==> src/rtl/renkon_ctrl_core_gen_if.sv <==
// Bus bundle between the renkon layer sequencer and its environment (host, image/net
// memories, line buffer, weight/bias registers, pipeline and output serializer).
//   slave  : the sequencer side (takes host request/fields, drives memory and pipeline controls)
//   master : the environment side (host, memories and serializer)
// Host request : req, total_out, total_in, img_size, fil_size, stride, input_addr, output_addr
// Host writes  : img_we, host_img_addr, write_img, net_we, net_sel, net_addr
// Serializer   : write_result (in), serial_we, serial_re, serial_addr (out)
// Status       : ack, core_state
// Memories     : mem_img_we/mem_img_addr/write_mem_img, mem_net_we/mem_net_addr
// Datapath     : buf_pix_en, wreg_we, breg_we, first_input, last_input,
//                out_start, out_valid, out_stop
interface renkon_ctrl_core_gen_if #(
    parameter int unsigned DWIDTH  = 16,
    parameter int unsigned LWIDTH  = 10,
    parameter int unsigned IMGSIZE = 12,
    parameter int unsigned NETSIZE = 11,
    parameter int unsigned OUTSIZE = 10,
    parameter int unsigned CORE    = 8
);
    localparam int unsigned CORELOG = $clog2(CORE);

    logic                 req;
    logic [LWIDTH-1:0]    total_out;
    logic [LWIDTH-1:0]    total_in;
    logic [LWIDTH-1:0]    img_size;
    logic [LWIDTH-1:0]    fil_size;
    logic                 stride;
    logic [IMGSIZE-1:0]   input_addr;
    logic [IMGSIZE-1:0]   output_addr;
    logic                 img_we;
    logic                 net_we;
    logic [IMGSIZE-1:0]   host_img_addr;
    logic [DWIDTH-1:0]    write_img;
    logic [CORELOG-1:0]   net_sel;
    logic [NETSIZE-1:0]   net_addr;
    logic [DWIDTH-1:0]    write_result;

    logic                 ack;
    logic [1:0]           core_state;
    logic                 mem_img_we;
    logic [IMGSIZE-1:0]   mem_img_addr;
    logic [DWIDTH-1:0]    write_mem_img;
    logic [CORE-1:0]      mem_net_we;
    logic [NETSIZE-1:0]   mem_net_addr;
    logic                 buf_pix_en;
    logic                 wreg_we;
    logic                 breg_we;
    logic                 first_input;
    logic                 last_input;
    logic                 out_start;
    logic                 out_valid;
    logic                 out_stop;
    logic                 serial_we;
    logic [CORELOG:0]     serial_re;
    logic [OUTSIZE-1:0]   serial_addr;

    modport slave (
        input  req, total_out, total_in, img_size, fil_size, stride, input_addr, output_addr,
        input  img_we, net_we, host_img_addr, write_img, net_sel, net_addr, write_result,
        output ack, core_state, mem_img_we, mem_img_addr, write_mem_img, mem_net_we,
        output mem_net_addr, buf_pix_en, wreg_we, breg_we, first_input, last_input,
        output out_start, out_valid, out_stop, serial_we, serial_re, serial_addr
    );

    modport master (
        output req, total_out, total_in, img_size, fil_size, stride, input_addr, output_addr,
        output img_we, net_we, host_img_addr, write_img, net_sel, net_addr, write_result,
        input  ack, core_state, mem_img_we, mem_img_addr, write_mem_img, mem_net_we,
        input  mem_net_addr, buf_pix_en, wreg_we, breg_we, first_input, last_input,
        input  out_start, out_valid, out_stop, serial_we, serial_re, serial_addr
    );
endinterface

==> src/rtl/renkon_ctrl_core_gen.sv <==
// Layer sequencer for the renkon conv engine with CORE parallel output channels.
// For every output group g it walks all input channels (weight load, then an n*n raster
// of the input image), then drains the active cores of the serializer back into image
// memory. Host writes pass straight through to the memories while idle.
// Ports:
//   clk  : clock, all state on posedge
//   rst  : synchronous active-high reset
//   bus  : slave side of renkon_ctrl_core_gen_if (host request, memories, pipeline, serializer)
module renkon_ctrl_core_gen #(
    parameter int unsigned DWIDTH  = 16,
    parameter int unsigned LWIDTH  = 10,
    parameter int unsigned IMGSIZE = 12,
    parameter int unsigned NETSIZE = 11,
    parameter int unsigned OUTSIZE = 10,
    parameter int unsigned CORE    = 8
) (
    input logic                    clk,
    input logic                    rst,
    renkon_ctrl_core_gen_if.slave  bus
);
    localparam int unsigned CORELOG = $clog2(CORE);
    localparam int unsigned GW      = LWIDTH + 1;   // group count / channel remainder
    localparam int unsigned PW      = 2 * LWIDTH;   // f*f and o*o products

    typedef enum logic [1:0] {
        StIdle = 2'd0,
        StWgt  = 2'd1,
        StAcc  = 2'd2,
        StOut  = 2'd3
    } state_e;

    state_e               state_q;
    logic                 ack_q;

    // Layer fields latched on req
    logic [LWIDTH-1:0]    tout_q, tin_q, n_q, f_q;
    logic                 stride_q;
    logic [IMGSIZE-1:0]   in_base_q, out_base_q;

    // Loop counters
    logic [GW-1:0]        g_q;
    logic [LWIDTH-1:0]    i_q;
    logic [PW-1:0]        k_q;        // weight step; k == f*f is the bias cycle
    logic [LWIDTH-1:0]    y_q, x_q;
    logic [CORELOG:0]     r_q;
    logic [PW-1:0]        p_q;

    // Running address offsets; each sequence is contiguous so no multipliers are needed
    logic [NETSIZE-1:0]   net_off_q;  // (g*total_in+i)*f*f+k across the whole layer
    logic [IMGSIZE-1:0]   img_off_q;  // i*n*n+y*n+x, restarted per group
    logic [IMGSIZE-1:0]   out_off_q;  // (g*CORE+r)*o*o+k, continuous across full groups
    logic [OUTSIZE-1:0]   sidx_q;     // output pixel index during ACC

    // Derived layer geometry
    logic [PW-1:0]        ff, oo;
    logic [LWIDTH-1:0]    o_edge, fm1, last_pos;
    logic [GW-1:0]        groups, rem, active;
    logic [NETSIZE-1:0]   bias_addr;

    // Step decode
    logic                 first_in, last_in, wgt_bias, wgt_last;
    logic                 pix_valid, pix_start, pix_stop, row_end, chan_end;
    logic                 core_end, pix_end, last_group, degenerate;

    always_comb begin
        ff         = PW'(f_q) * PW'(f_q);
        o_edge     = LWIDTH'((n_q - f_q) >> stride_q) + LWIDTH'(1);
        oo         = PW'(o_edge) * PW'(o_edge);
        fm1        = f_q - LWIDTH'(1);
        last_pos   = fm1 + LWIDTH'((o_edge - LWIDTH'(1)) << stride_q);
        groups     = GW'(({1'b0, tout_q} + GW'(CORE - 1)) >> CORELOG);
        rem        = {1'b0, tout_q} - (g_q << CORELOG);
        active     = (rem > GW'(CORE)) ? GW'(CORE) : rem;
        // Biases sit after every weight of the layer; modular product is enough
        bias_addr  = NETSIZE'(groups) * NETSIZE'(tin_q) * NETSIZE'(ff) + NETSIZE'(g_q);

        first_in   = (i_q == '0);
        last_in    = (i_q == tin_q - LWIDTH'(1));
        wgt_bias   = first_in && (k_q == ff);
        wgt_last   = first_in ? (k_q == ff) : (k_q == ff - PW'(1));

        // For stride 2 the offset from f-1 must be even; LSB of a difference is an xor
        pix_valid  = (y_q >= fm1) && (x_q >= fm1) &&
                     (!stride_q || (!(y_q[0] ^ fm1[0]) && !(x_q[0] ^ fm1[0])));
        pix_start  = pix_valid && (y_q == fm1) && (x_q == fm1);
        pix_stop   = pix_valid && (y_q == last_pos) && (x_q == last_pos);
        row_end    = (x_q == n_q - LWIDTH'(1));
        chan_end   = row_end && (y_q == n_q - LWIDTH'(1));

        pix_end    = (p_q == oo - PW'(1));
        core_end   = (GW'(r_q) == active - GW'(1));
        last_group = (g_q == groups - GW'(1));

        degenerate = (bus.total_in == '0) || (bus.total_out == '0) ||
                     (bus.fil_size == '0) || (bus.fil_size > bus.img_size);
    end

    always_ff @(posedge clk) begin
        if (rst) begin
            state_q    <= StIdle;
            ack_q      <= 1'b0;
            tout_q     <= '0;
            tin_q      <= '0;
            n_q        <= '0;
            f_q        <= '0;
            stride_q   <= 1'b0;
            in_base_q  <= '0;
            out_base_q <= '0;
            g_q        <= '0;
            i_q        <= '0;
            k_q        <= '0;
            y_q        <= '0;
            x_q        <= '0;
            r_q        <= '0;
            p_q        <= '0;
            net_off_q  <= '0;
            img_off_q  <= '0;
            out_off_q  <= '0;
            sidx_q     <= '0;
        end else begin
            ack_q <= 1'b0;
            unique case (state_q)
                StIdle: begin
                    if (bus.req) begin
                        tout_q     <= bus.total_out;
                        tin_q      <= bus.total_in;
                        n_q        <= bus.img_size;
                        f_q        <= bus.fil_size;
                        stride_q   <= bus.stride;
                        in_base_q  <= bus.input_addr;
                        out_base_q <= bus.output_addr;
                        g_q        <= '0;
                        i_q        <= '0;
                        k_q        <= '0;
                        net_off_q  <= '0;
                        img_off_q  <= '0;
                        out_off_q  <= '0;
                        if (degenerate) begin
                            ack_q <= 1'b1;
                        end else begin
                            state_q <= StWgt;
                        end
                    end
                end
                StWgt: begin
                    if (!wgt_bias) begin
                        net_off_q <= net_off_q + NETSIZE'(1);
                    end
                    if (wgt_last) begin
                        state_q <= StAcc;
                        k_q     <= '0;
                        y_q     <= '0;
                        x_q     <= '0;
                        sidx_q  <= '0;
                    end else begin
                        k_q <= k_q + PW'(1);
                    end
                end
                StAcc: begin
                    img_off_q <= img_off_q + IMGSIZE'(1);
                    if (pix_valid) begin
                        sidx_q <= sidx_q + OUTSIZE'(1);
                    end
                    if (row_end) begin
                        x_q <= '0;
                        y_q <= y_q + LWIDTH'(1);
                    end else begin
                        x_q <= x_q + LWIDTH'(1);
                    end
                    if (chan_end) begin
                        if (last_in) begin
                            state_q <= StOut;
                            r_q     <= '0;
                            p_q     <= '0;
                        end else begin
                            state_q <= StWgt;
                            i_q     <= i_q + LWIDTH'(1);
                            k_q     <= '0;
                        end
                    end
                end
                StOut: begin
                    out_off_q <= out_off_q + IMGSIZE'(1);
                    if (pix_end) begin
                        p_q <= '0;
                        if (core_end) begin
                            if (last_group) begin
                                state_q <= StIdle;
                                ack_q   <= 1'b1;
                            end else begin
                                state_q   <= StWgt;
                                g_q       <= g_q + GW'(1);
                                i_q       <= '0;
                                k_q       <= '0;
                                img_off_q <= '0;
                            end
                        end else begin
                            r_q <= r_q + (CORELOG+1)'(1);
                        end
                    end else begin
                        p_q <= p_q + PW'(1);
                    end
                end
                default: state_q <= StIdle;
            endcase
        end
    end

    // Outputs decode the registered sequencer state; in IDLE the host strobes pass through.
    always_comb begin
        bus.ack           = ack_q;
        bus.core_state    = state_q;
        bus.mem_img_we    = 1'b0;
        bus.mem_img_addr  = '0;
        bus.write_mem_img = {DWIDTH{1'b0}};
        bus.mem_net_we    = '0;
        bus.mem_net_addr  = '0;
        bus.buf_pix_en    = 1'b0;
        bus.wreg_we       = 1'b0;
        bus.breg_we       = 1'b0;
        bus.first_input   = 1'b0;
        bus.last_input    = 1'b0;
        bus.out_start     = 1'b0;
        bus.out_valid     = 1'b0;
        bus.out_stop      = 1'b0;
        bus.serial_we     = 1'b0;
        bus.serial_re     = '0;
        bus.serial_addr   = '0;
        unique case (state_q)
            StIdle: begin
                bus.mem_img_we    = bus.img_we;
                bus.mem_img_addr  = bus.host_img_addr;
                bus.write_mem_img = bus.write_img;
                bus.mem_net_we    = bus.net_we ? (CORE'(1) << bus.net_sel) : '0;
                bus.mem_net_addr  = bus.net_addr;
            end
            StWgt: begin
                bus.wreg_we      = !wgt_bias;
                bus.breg_we      = wgt_bias;
                bus.mem_net_addr = wgt_bias ? bias_addr : net_off_q;
                bus.first_input  = first_in;
                bus.last_input   = last_in;
            end
            StAcc: begin
                bus.buf_pix_en   = 1'b1;
                bus.mem_img_addr = in_base_q + img_off_q;
                bus.first_input  = first_in;
                bus.last_input   = last_in;
                bus.out_valid    = pix_valid;
                bus.out_start    = pix_start;
                bus.out_stop     = pix_stop;
                bus.serial_we    = pix_valid && last_in;
                bus.serial_addr  = sidx_q;
            end
            StOut: begin
                bus.mem_img_we    = 1'b1;
                bus.mem_img_addr  = out_base_q + out_off_q;
                bus.write_mem_img = bus.write_result;
                bus.serial_re     = r_q + (CORELOG+1)'(1);
                bus.serial_addr   = OUTSIZE'(p_q);
            end
            default: ;
        endcase
    end
endmodule

==> src/flat_wrapper.sv <==
// flat-port wrapper written by rule: the top's interface ports become plain ports
module renkon_ctrl_core_gen_flat 
#(
    parameter int unsigned DWIDTH  = 16,
    parameter int unsigned LWIDTH  = 10,
    parameter int unsigned IMGSIZE = 12,
    parameter int unsigned NETSIZE = 11,
    parameter int unsigned OUTSIZE = 10,
    parameter int unsigned CORE    = 8
)
  (clk, rst, bus_req, bus_total_out, bus_total_in, bus_img_size, bus_fil_size, bus_stride, bus_input_addr, bus_output_addr, bus_img_we, bus_net_we, bus_host_img_addr, bus_write_img, bus_net_sel, bus_net_addr, bus_write_result, bus_ack, bus_core_state, bus_mem_img_we, bus_mem_img_addr, bus_write_mem_img, bus_mem_net_we, bus_mem_net_addr, bus_buf_pix_en, bus_wreg_we, bus_breg_we, bus_first_input, bus_last_input, bus_out_start, bus_out_valid, bus_out_stop, bus_serial_we, bus_serial_re, bus_serial_addr);
  renkon_ctrl_core_gen_if #(.DWIDTH(DWIDTH), .LWIDTH(LWIDTH), .IMGSIZE(IMGSIZE), .NETSIZE(NETSIZE), .OUTSIZE(OUTSIZE), .CORE(CORE)) bus_i ();
  input logic clk;
  input logic rst;
  input wire logic [$bits(bus_i.req)-1:0] bus_req;
  input wire logic [$bits(bus_i.total_out)-1:0] bus_total_out;
  input wire logic [$bits(bus_i.total_in)-1:0] bus_total_in;
  input wire logic [$bits(bus_i.img_size)-1:0] bus_img_size;
  input wire logic [$bits(bus_i.fil_size)-1:0] bus_fil_size;
  input wire logic [$bits(bus_i.stride)-1:0] bus_stride;
  input wire logic [$bits(bus_i.input_addr)-1:0] bus_input_addr;
  input wire logic [$bits(bus_i.output_addr)-1:0] bus_output_addr;
  input wire logic [$bits(bus_i.img_we)-1:0] bus_img_we;
  input wire logic [$bits(bus_i.net_we)-1:0] bus_net_we;
  input wire logic [$bits(bus_i.host_img_addr)-1:0] bus_host_img_addr;
  input wire logic [$bits(bus_i.write_img)-1:0] bus_write_img;
  input wire logic [$bits(bus_i.net_sel)-1:0] bus_net_sel;
  input wire logic [$bits(bus_i.net_addr)-1:0] bus_net_addr;
  input wire logic [$bits(bus_i.write_result)-1:0] bus_write_result;
  output wire logic [$bits(bus_i.ack)-1:0] bus_ack;
  output wire logic [$bits(bus_i.core_state)-1:0] bus_core_state;
  output wire logic [$bits(bus_i.mem_img_we)-1:0] bus_mem_img_we;
  output wire logic [$bits(bus_i.mem_img_addr)-1:0] bus_mem_img_addr;
  output wire logic [$bits(bus_i.write_mem_img)-1:0] bus_write_mem_img;
  output wire logic [$bits(bus_i.mem_net_we)-1:0] bus_mem_net_we;
  output wire logic [$bits(bus_i.mem_net_addr)-1:0] bus_mem_net_addr;
  output wire logic [$bits(bus_i.buf_pix_en)-1:0] bus_buf_pix_en;
  output wire logic [$bits(bus_i.wreg_we)-1:0] bus_wreg_we;
  output wire logic [$bits(bus_i.breg_we)-1:0] bus_breg_we;
  output wire logic [$bits(bus_i.first_input)-1:0] bus_first_input;
  output wire logic [$bits(bus_i.last_input)-1:0] bus_last_input;
  output wire logic [$bits(bus_i.out_start)-1:0] bus_out_start;
  output wire logic [$bits(bus_i.out_valid)-1:0] bus_out_valid;
  output wire logic [$bits(bus_i.out_stop)-1:0] bus_out_stop;
  output wire logic [$bits(bus_i.serial_we)-1:0] bus_serial_we;
  output wire logic [$bits(bus_i.serial_re)-1:0] bus_serial_re;
  output wire logic [$bits(bus_i.serial_addr)-1:0] bus_serial_addr;
  assign bus_i.req = bus_req;
  assign bus_i.total_out = bus_total_out;
  assign bus_i.total_in = bus_total_in;
  assign bus_i.img_size = bus_img_size;
  assign bus_i.fil_size = bus_fil_size;
  assign bus_i.stride = bus_stride;
  assign bus_i.input_addr = bus_input_addr;
  assign bus_i.output_addr = bus_output_addr;
  assign bus_i.img_we = bus_img_we;
  assign bus_i.net_we = bus_net_we;
  assign bus_i.host_img_addr = bus_host_img_addr;
  assign bus_i.write_img = bus_write_img;
  assign bus_i.net_sel = bus_net_sel;
  assign bus_i.net_addr = bus_net_addr;
  assign bus_i.write_result = bus_write_result;
  assign bus_ack = bus_i.ack;
  assign bus_core_state = bus_i.core_state;
  assign bus_mem_img_we = bus_i.mem_img_we;
  assign bus_mem_img_addr = bus_i.mem_img_addr;
  assign bus_write_mem_img = bus_i.write_mem_img;
  assign bus_mem_net_we = bus_i.mem_net_we;
  assign bus_mem_net_addr = bus_i.mem_net_addr;
  assign bus_buf_pix_en = bus_i.buf_pix_en;
  assign bus_wreg_we = bus_i.wreg_we;
  assign bus_breg_we = bus_i.breg_we;
  assign bus_first_input = bus_i.first_input;
  assign bus_last_input = bus_i.last_input;
  assign bus_out_start = bus_i.out_start;
  assign bus_out_valid = bus_i.out_valid;
  assign bus_out_stop = bus_i.out_stop;
  assign bus_serial_we = bus_i.serial_we;
  assign bus_serial_re = bus_i.serial_re;
  assign bus_serial_addr = bus_i.serial_addr;
  renkon_ctrl_core_gen #(.DWIDTH(DWIDTH), .LWIDTH(LWIDTH), .IMGSIZE(IMGSIZE), .NETSIZE(NETSIZE), .OUTSIZE(OUTSIZE), .CORE(CORE)) u_core (.clk(clk), .rst(rst), .bus(bus_i));
endmodule
==> config.mk <==
export PLATFORM = sky130hd
export DESIGN_NAME = renkon_ctrl_core_gen_flat
export DESIGN_NICKNAME = d
export VERILOG_FILES = /design/src/rtl/renkon_ctrl_core_gen_if.sv /design/src/rtl/renkon_ctrl_core_gen.sv /design/src/flat_wrapper.sv
export SDC_FILE = /design/constraint.sdc
export NUM_CORES = 1
export LEC_CHECK = 0
export CAP_MARGIN = 25
export CORE_ASPECT_RATIO = 0.6
export CORE_MARGIN = 8
export CORE_UTILIZATION = 60
export DETAILED_ROUTE_END_ITERATION = 12
export PLACE_DENSITY_LB_ADDON = 0.3
export SYNTH_ARGS = -nofsm -noshare
export SYNTH_HDL_FRONTEND = slang
export SYNTH_SLANG_ARGS = --single-unit
==> constraint.sdc <==
create_clock -name clk -period 14.1 [get_ports clk]
set_input_delay 1.41 -clock clk [delete_from_list [all_inputs] [get_ports clk]]
set_output_delay 1.41 -clock clk [all_outputs]
set_load 0.01 [all_outputs]
==> results of run 1 <==
## worst max-delay path by stage
stage                                                    to  slack [ns]                          start
after detailed placement  u_core.img_off_q[10]$_SDFFE_PP0P_        2.61     u_core.f_q[1]$_SDFFE_PP0P_
after global placement                 bus_mem_net_addr[10]        2.99  u_core.tout_q[0]$_SDFFE_PP0P_
after floorplan                 u_core.k_q[13]$_SDFFE_PP0P_        3.94     u_core.f_q[1]$_SDFFE_PP0P_
after global routing                   bus_mem_net_addr[10]        1.68  u_core.tout_q[0]$_SDFFE_PP0P_
final                                  bus_mem_net_addr[10]        2.22  u_core.tout_q[0]$_SDFFE_PP0P_
after CTS                              bus_mem_net_addr[10]        2.23  u_core.tout_q[0]$_SDFFE_PP0P_
## placed cells by master (no fill, tap or decap), types with 33 or more instances in the layout
master / instances
nand4_1: 44
clkdlybuf4s50_1: 200
and3_1: 33
nor3_1: 61
nor2_1: 289
inv_1: 343
dfxtp_1: 198
and2_1: 59
xor2_1: 92
a21o_1: 37
o21ai_0: 96
ha_1: 249
nand2_1: 345
xnor2_1: 182
fa_1: 168
nand3_1: 81
nor2b_1: 40
or3_1: 41
a21oi_1: 230
## stage by stage
stage	cell area, sq um	utilization [%]	std cells
6_report	28180	67.66	3910
5_1_grt	28180	67.65	3909
4_1_cts	28160	67.61	3906
3_5_place_dp	27510	66.05	3874
3_3_place_gp	27510	66.05	3874
2_1_floorplan	25190	-	3226
## worst register-to-register path: cells and delay by family, from the launching register on
kind | cells | cell delay, ns
flip-flops | 1 | 0.57
XOR/XNOR | 1 | 0.86
AND/OR/NAND/NOR | 7 | 2.39
AO/OA/AOI/OAI | 7 | 2.26
multiplexers | 1 | 0.42
adder cells (fa/ha/maj) | 8 | 4.13
buffers and inverters | 4 | 0.90
## cell families (layout without fill, tap and decap cells)
logic type	after synthesis	count (layout)	synth area share (%)
xor+xnor	285	285	10.51
mux	35	35	1.435
flops	198	198	15.73
compound gates	637	637	16.57
other cells	0	2	0
fa+ha+maj	419	419	25.81
buf+inv	495	607	7.454
simple gates	1157	1157	22.48
## state kept, by name, summed over array words and instances (netlist names), 11 cells and up
| register | flops |
|---|---|
| u_core.out_off_q | 12 |
| u_core.g_q | 11 |
| u_core.out_base_q | 12 |
| u_core.k_q | 20 |
| u_core.in_base_q | 12 |
| u_core.net_off_q | 11 |
| u_core.img_off_q | 12 |
| u_core.p_q | 20 |
## routing by layer
metal  track usage, %  routed length [um]  share of wire, %  up-vias
li1                 -                   -                 -    11270
met2            46.92               33860                42     1344
met1            47.70               36210                44    11680
met3            8.619               10070                12       92
met5                0                  13             0.016        -
met4            6.198                1273               1.6        2
## cell type report
cell class	count	area (sq um)
multi-input cells	2533	19360
fillers	3486	13470
flip-flops and latches	198	3964
repair buffers	221	2160
inverters	354	1329
well taps	570	713.2
clock buffers	17	425.4
clock inverters	15	225.2
diodes	2	5.005
==> results.py, run 1 <==
metrics = {
    "placed_design": {
        "dp_hpwl_um": 65290,
        "place_congestion": 0.9767,
        "pre_cts_ws_ns": 2.611,
        "io_buffers": 201,
    },
    "yosys": {
        "post_synth.cell_area_avg_sq_um": 7.810,
        "synth_flop_cell": "dfxtp_1",
        "synth_top_area_share_pct": 15.73,
        "yosys-top-cells-area": "dfxtp_1 (16%), fa_1 (13%), ha_1 (12%)",
        "synthTopCellsByCount": "nand2_1 (346), inv_1 (343), nor2_1 (289)",
        "syn_area_sq_um": 25190,
        "yosysSeqAreaShare_pct": 15.73,
        "syn-num-nets": 3773,
        "ys_warn_count": 0,
        "synth_edf_count": 0,
        "yosys.area.top_type": "dfxtp_1",
        "synth.most_common_cell": "nand2_1",
        "synth_seq_cells": 198,
        "syn-instance-count": 3226,
        "netlist-cell-type-count": 96,
        "synth_async_sr_flop_share_pct": 0,
    },
    "setup_path": {
        "cp-end-kind": "output pin",
        "startpoint_type": "flop",
        "worst_ep_required_time_ns": 12.69,
        "crit_family": "adder cells",
        "cp_num_buf_inv": 4,
        "r2r_slack_ns": 2.50,
        "crit_top_cell": "xnor2_1",
        "r2r_cells": 28,
        "slowest_delay_ns": 0.62,
        "rr_endpoint": "u_core.img_off_q[10]$_SDFFE_PP0P_",
        "r2r-start": "u_core.f_q[1]$_SDFFE_PP0P_",
        "cp_slowest_cell": "o311ai_2",
        "path_class": "flop to output pin",
        "path_max_fanout": 8,
        "crit_cells": 32,
        "cp.arrival_ns": 10.47,
    },
    "outcome": {
        "status": "completed",
    },
    "final_layout": {
        "synthToLayoutAreaGrowth_pct": 11.86,
        "nets": 3872,
        "drive_gt1_share_pct": 3.535,
    },
    "clocking": {
        "post_cts_resized": 0,
        "numClockSinks": 198,
        "cts_root_buffer": "clkbuf_16",
        "clk_transition_reported_paths_ns": 0.09,
        "h-tree-depth": 4,
        "cts_inserted_buffers": 17,
        "cts_buffer_depth": 2,
        "cts_tree": "done",
        "clkLatencyLatePin_ns": 0.47,
        "postCtsSetupBuffers": 0,
        "ctsHoldBuffers": 0,
    },
    "drt": {
        "drt_wl_total_um": 81430,
        "route.detailed.drc": 0,
        "vias_per_cell": 6.236,
        "postRouteAntennaNets": 0,
        "drt-wirelength-per-cell_um": 20.83,
        "vias": 24380,
        "drt_iter0_drc": 3341,
        "drtPass1Iterations": 6,
    },
    "floorplan": {
        "boundaryPins": 202,
        "die_h_um": 174.7,
        "core_sq_um": 41660,
        "row_count": 58,
        "die_w_um": 280.5,
        "initial_core_util_pct": 60.48,
        "die_area_sq_um": 49020,
    },
    "global_routing": {
        "grt_pass1_vias": 23510,
        "grt_usage_pct": 32.32,
        "grt_pass1_wl_um": 128400,
        "antenna_found_initial": 3,
        "grt_max_degree": 81,
        "grt-ovfl-total": 0,
    },
    "sta": {
        "worstMarginPinSlew_ns": 1.037,
        "setup_ws_ns": 2.220,
        "drv_slew": 0,
        "timing.hold.ws_ns": 0.4624,
        "rsz0062_at_grt": "false",
        "relSlewSlack_pct": 30.37,
        "layout_min_cycle_time_ns": 11.88,
        "finalHoldViolations": 0,
        "skew_ns": 0.02545,
        "max_freq_mhz": 84.18,
        "fin_crit_sh_pct": 84.25,
        "setup_viol": 0,
        "tns_ns": 0,
    },
    "min_path": {
        "hold_class": "flop to flop",
        "holdCritStartpoint": "u_core.in_base_q[2]$_SDFFE_PP0P_",
        "holdPathEnd": "u_core.in_base_q[2]$_SDFFE_PP0P_",
        "holdPathStages": 2,
    },
    "job": {
        "maxCapViolCount": 0,
    },
}
Power of run 1 is not shown: default switching activity piles up to over one toggle a cycle in this logic, so the estimate is an artifact.
==> run 2: changes to the inputs <==
Settings changed: CORE_UTILIZATION 60 to 55.
Clock period 14.1 ns to 9.64 ns, I/O delays scaled along.
==> run 2 against run 1 <==
Effect of this change: the run now ends with negative setup slack left; via count increased by 5.1%; worst hold slack improved by 0.0012 ns; cell area up 10%; largest cell class unchanged.
==> results.py, run 2 (synthesized netlist as in run 1, its figures left out) <==
metrics = {
    "outcome": {
        "status": "finished with violations",
        "violations": "negative setup slack",
    },
    "final_layout": {
        "final_cell_count_no_fill": 4214,
        "nets": 4159,
        "drive_gt1_share_pct": 14.51,
        "synthToLayoutAreaGrowth_pct": 23.48,
        "layout.cells.most_common": "nand2_1",
        "diodes": 0,
        "final_cell_mix": "nand2_1 (341), inv_1 (333), buf_4 (291)",
        "top_regs": "u_core.k_q x20, u_core.p_q x20",
    },
    "drt": {
        "drt-wirelength-per-cell_um": 20.61,
        "drt_iter0_drc": 2804,
        "vias": 25620,
        "postRouteAntennaNets": 0,
        "vias_per_cell": 6.080,
        "route.detailed.drc": 0,
        "drtPass1Iterations": 9,
        "drt_wl_total_um": 86860,
    },
    "setup_path": {
        "r2r_slack_ns": 0.21,
        "cp_num_buf_inv": 7,
        "cp.arrival_ns": 8.91,
        "crit_family": "adder cells",
        "rr_endpoint": "u_core.k_q[13]$_SDFFE_PP0P_",
        "slowest_delay_ns": 0.55,
        "r2r-start": "u_core.n_q[0]$_SDFFE_PP0P_",
        "path_max_fanout": 5,
        "r2r_cells": 34,
        "path_class": "flop to output pin",
        "cp_slowest_cell": "fa_1",
        "startpoint_type": "flop",
        "cp-end-kind": "output pin",
        "worst_ep_required_time_ns": 8.68,
    },
    "job": {
        "maxCapViolCount": 0,
    },
    "min_path": {
        "holdCritStartpoint": "u_core.out_base_q[8]$_SDFFE_PP0P_",
        "hold_class": "flop to flop",
        "holdPathEnd": "u_core.out_base_q[8]$_SDFFE_PP0P_",
        "holdPathStages": 2,
    },
    "global_routing": {
        "antenna_found_initial": 3,
        "grt_max_degree": 54,
        "grt_usage_pct": 31.40,
        "grt-ovfl-total": 0,
        "grt_pass1_wl_um": 134900,
        "grt_pass1_vias": 24590,
    },
    "sta": {
        "setup_viol": 1,
        "skew_ns": 0.01647,
        "fin_crit_sh_pct": 102.4,
        "setup_ws_ns": -0.2349,
        "layout_min_cycle_time_ns": 9.875,
        "finalHoldViolations": 0,
        "max_freq_mhz": 101.3,
        "rsz0062_at_grt": "true",
        "drv_slew": 0,
        "relSlewSlack_pct": 30.71,
        "worstMarginPinSlew_ns": 1.039,
        "tns_ns": -0.2349,
    },
    "placed_design": {
        "placed_cells": 4158,
        "io_buffers": 201,
        "place_congestion": 0.9975,
        "dp_hpwl_um": 70330,
    },
    "clocking": {
        "cts_tree": "done",
        "clk_transition_reported_paths_ns": 0.09,
        "clkLatencyLatePin_ns": 0.47,
        "cts_inserted_buffers": 17,
        "h-tree-depth": 4,
        "cts_root_buffer": "clkbuf_16",
        "numClockSinks": 198,
        "cts_buffer_depth": 2,
    },
    "floorplan": {
        "row_count": 60,
        "core_sq_um": 45040,
        "die_h_um": 181.8,
        "boundaryPins": 202,
        "die_w_um": 292.3,
        "initial_core_util_pct": 55.93,
        "die_area_sq_um": 53140,
    },
}
run 2: how the worst max path moves through the flow:
stage,from,to,slack (ns),cells after the start
2_1_floorplan,u_core.n_q[0]$_SDFFE_PP0P_,u_core.k_q[13]$_SDFFE_PP0P_,0.004,37
3_3_place_gp,u_core.tout_q[0]$_SDFFE_PP0P_,bus_mem_net_addr[10],-0.38,32
3_5_place_dp,u_core.tout_q[0]$_SDFFE_PP0P_,bus_mem_net_addr[10],-0.46,32
4_1_cts,u_core.tout_q[2]$_SDFFE_PP0P_,bus_mem_net_addr[10],-0.18,33
5_1_grt,u_core.tout_q[0]$_SDFFE_PP0P_,bus_mem_net_addr[10],-0.57,35
6_report,u_core.tout_q[0]$_SDFFE_PP0P_,bus_mem_net_addr[10],-0.23,34
run 2: area by class of cell:
| type | count | area (sq um) |
|---|---|---|
| sequential | 198 | 3974 |
| clock buffer | 17 | 425.4 |
| inverter | 354 | 1334 |
| clock inverter | 15 | 190.2 |
| multi-input combinational | 2534 | 20060 |
| fill | 3632 | 13930 |
| timing repair buffer | 507 | 4389 |
| tap | 589 | 737.0 |
run 2: stage by stage:
stage | hold WS [ns] | worst slack [ns] | utilization, % | instance area [sq um]
3_3_place_gp | 0.4496 | -0.3813 | 65.70 | 29590
4_1_cts | 0.4645 | -0.1797 | 67.77 | 30530
6_report | 0.4637 | -0.2349 | 69.06 | 31110
5_1_grt | 0.4791 | -0.5689 | 69.06 | 31110
3_5_place_dp | 0.4526 | -0.4579 | 65.78 | 29630
2_1_floorplan | 0.4400 | 0.004420 | - | 25250
run 2: worst register-to-register path: cells and delay by family (launching register included):
family	cells	cell delay, ns
simple gates	11	2.87
flops	1	0.34
buf+inv	8	1.02
xor+xnor	1	0.17
fa+ha+maj	8	3.40
compound gates	6	1.56
run 2: repair_timing:
item | 4_1_cts | 5_1_grt
gates cloned | 0 | 1
hold buffers | 0 | 0
buffers inserted | 9 | 13
hold endpoints to repair | 0 | 0
gates resized for setup | 57 | 111
endpoints found under the setup margin | 46 | 61
pin swaps | 40 | 70
run 2: metal layers:
metal / up-vias / GRT usage, % / share of wire (%)
met5: - / 0 / 0.033
met4: 4 / 6.486 / 1.7
met3: 117 / 9.147 / 13
met2: 1402 / 43.83 / 40
met1: 12280 / 47.09 / 45
li1: 11820 / - / -
Power of run 2 is left out for the same reason.
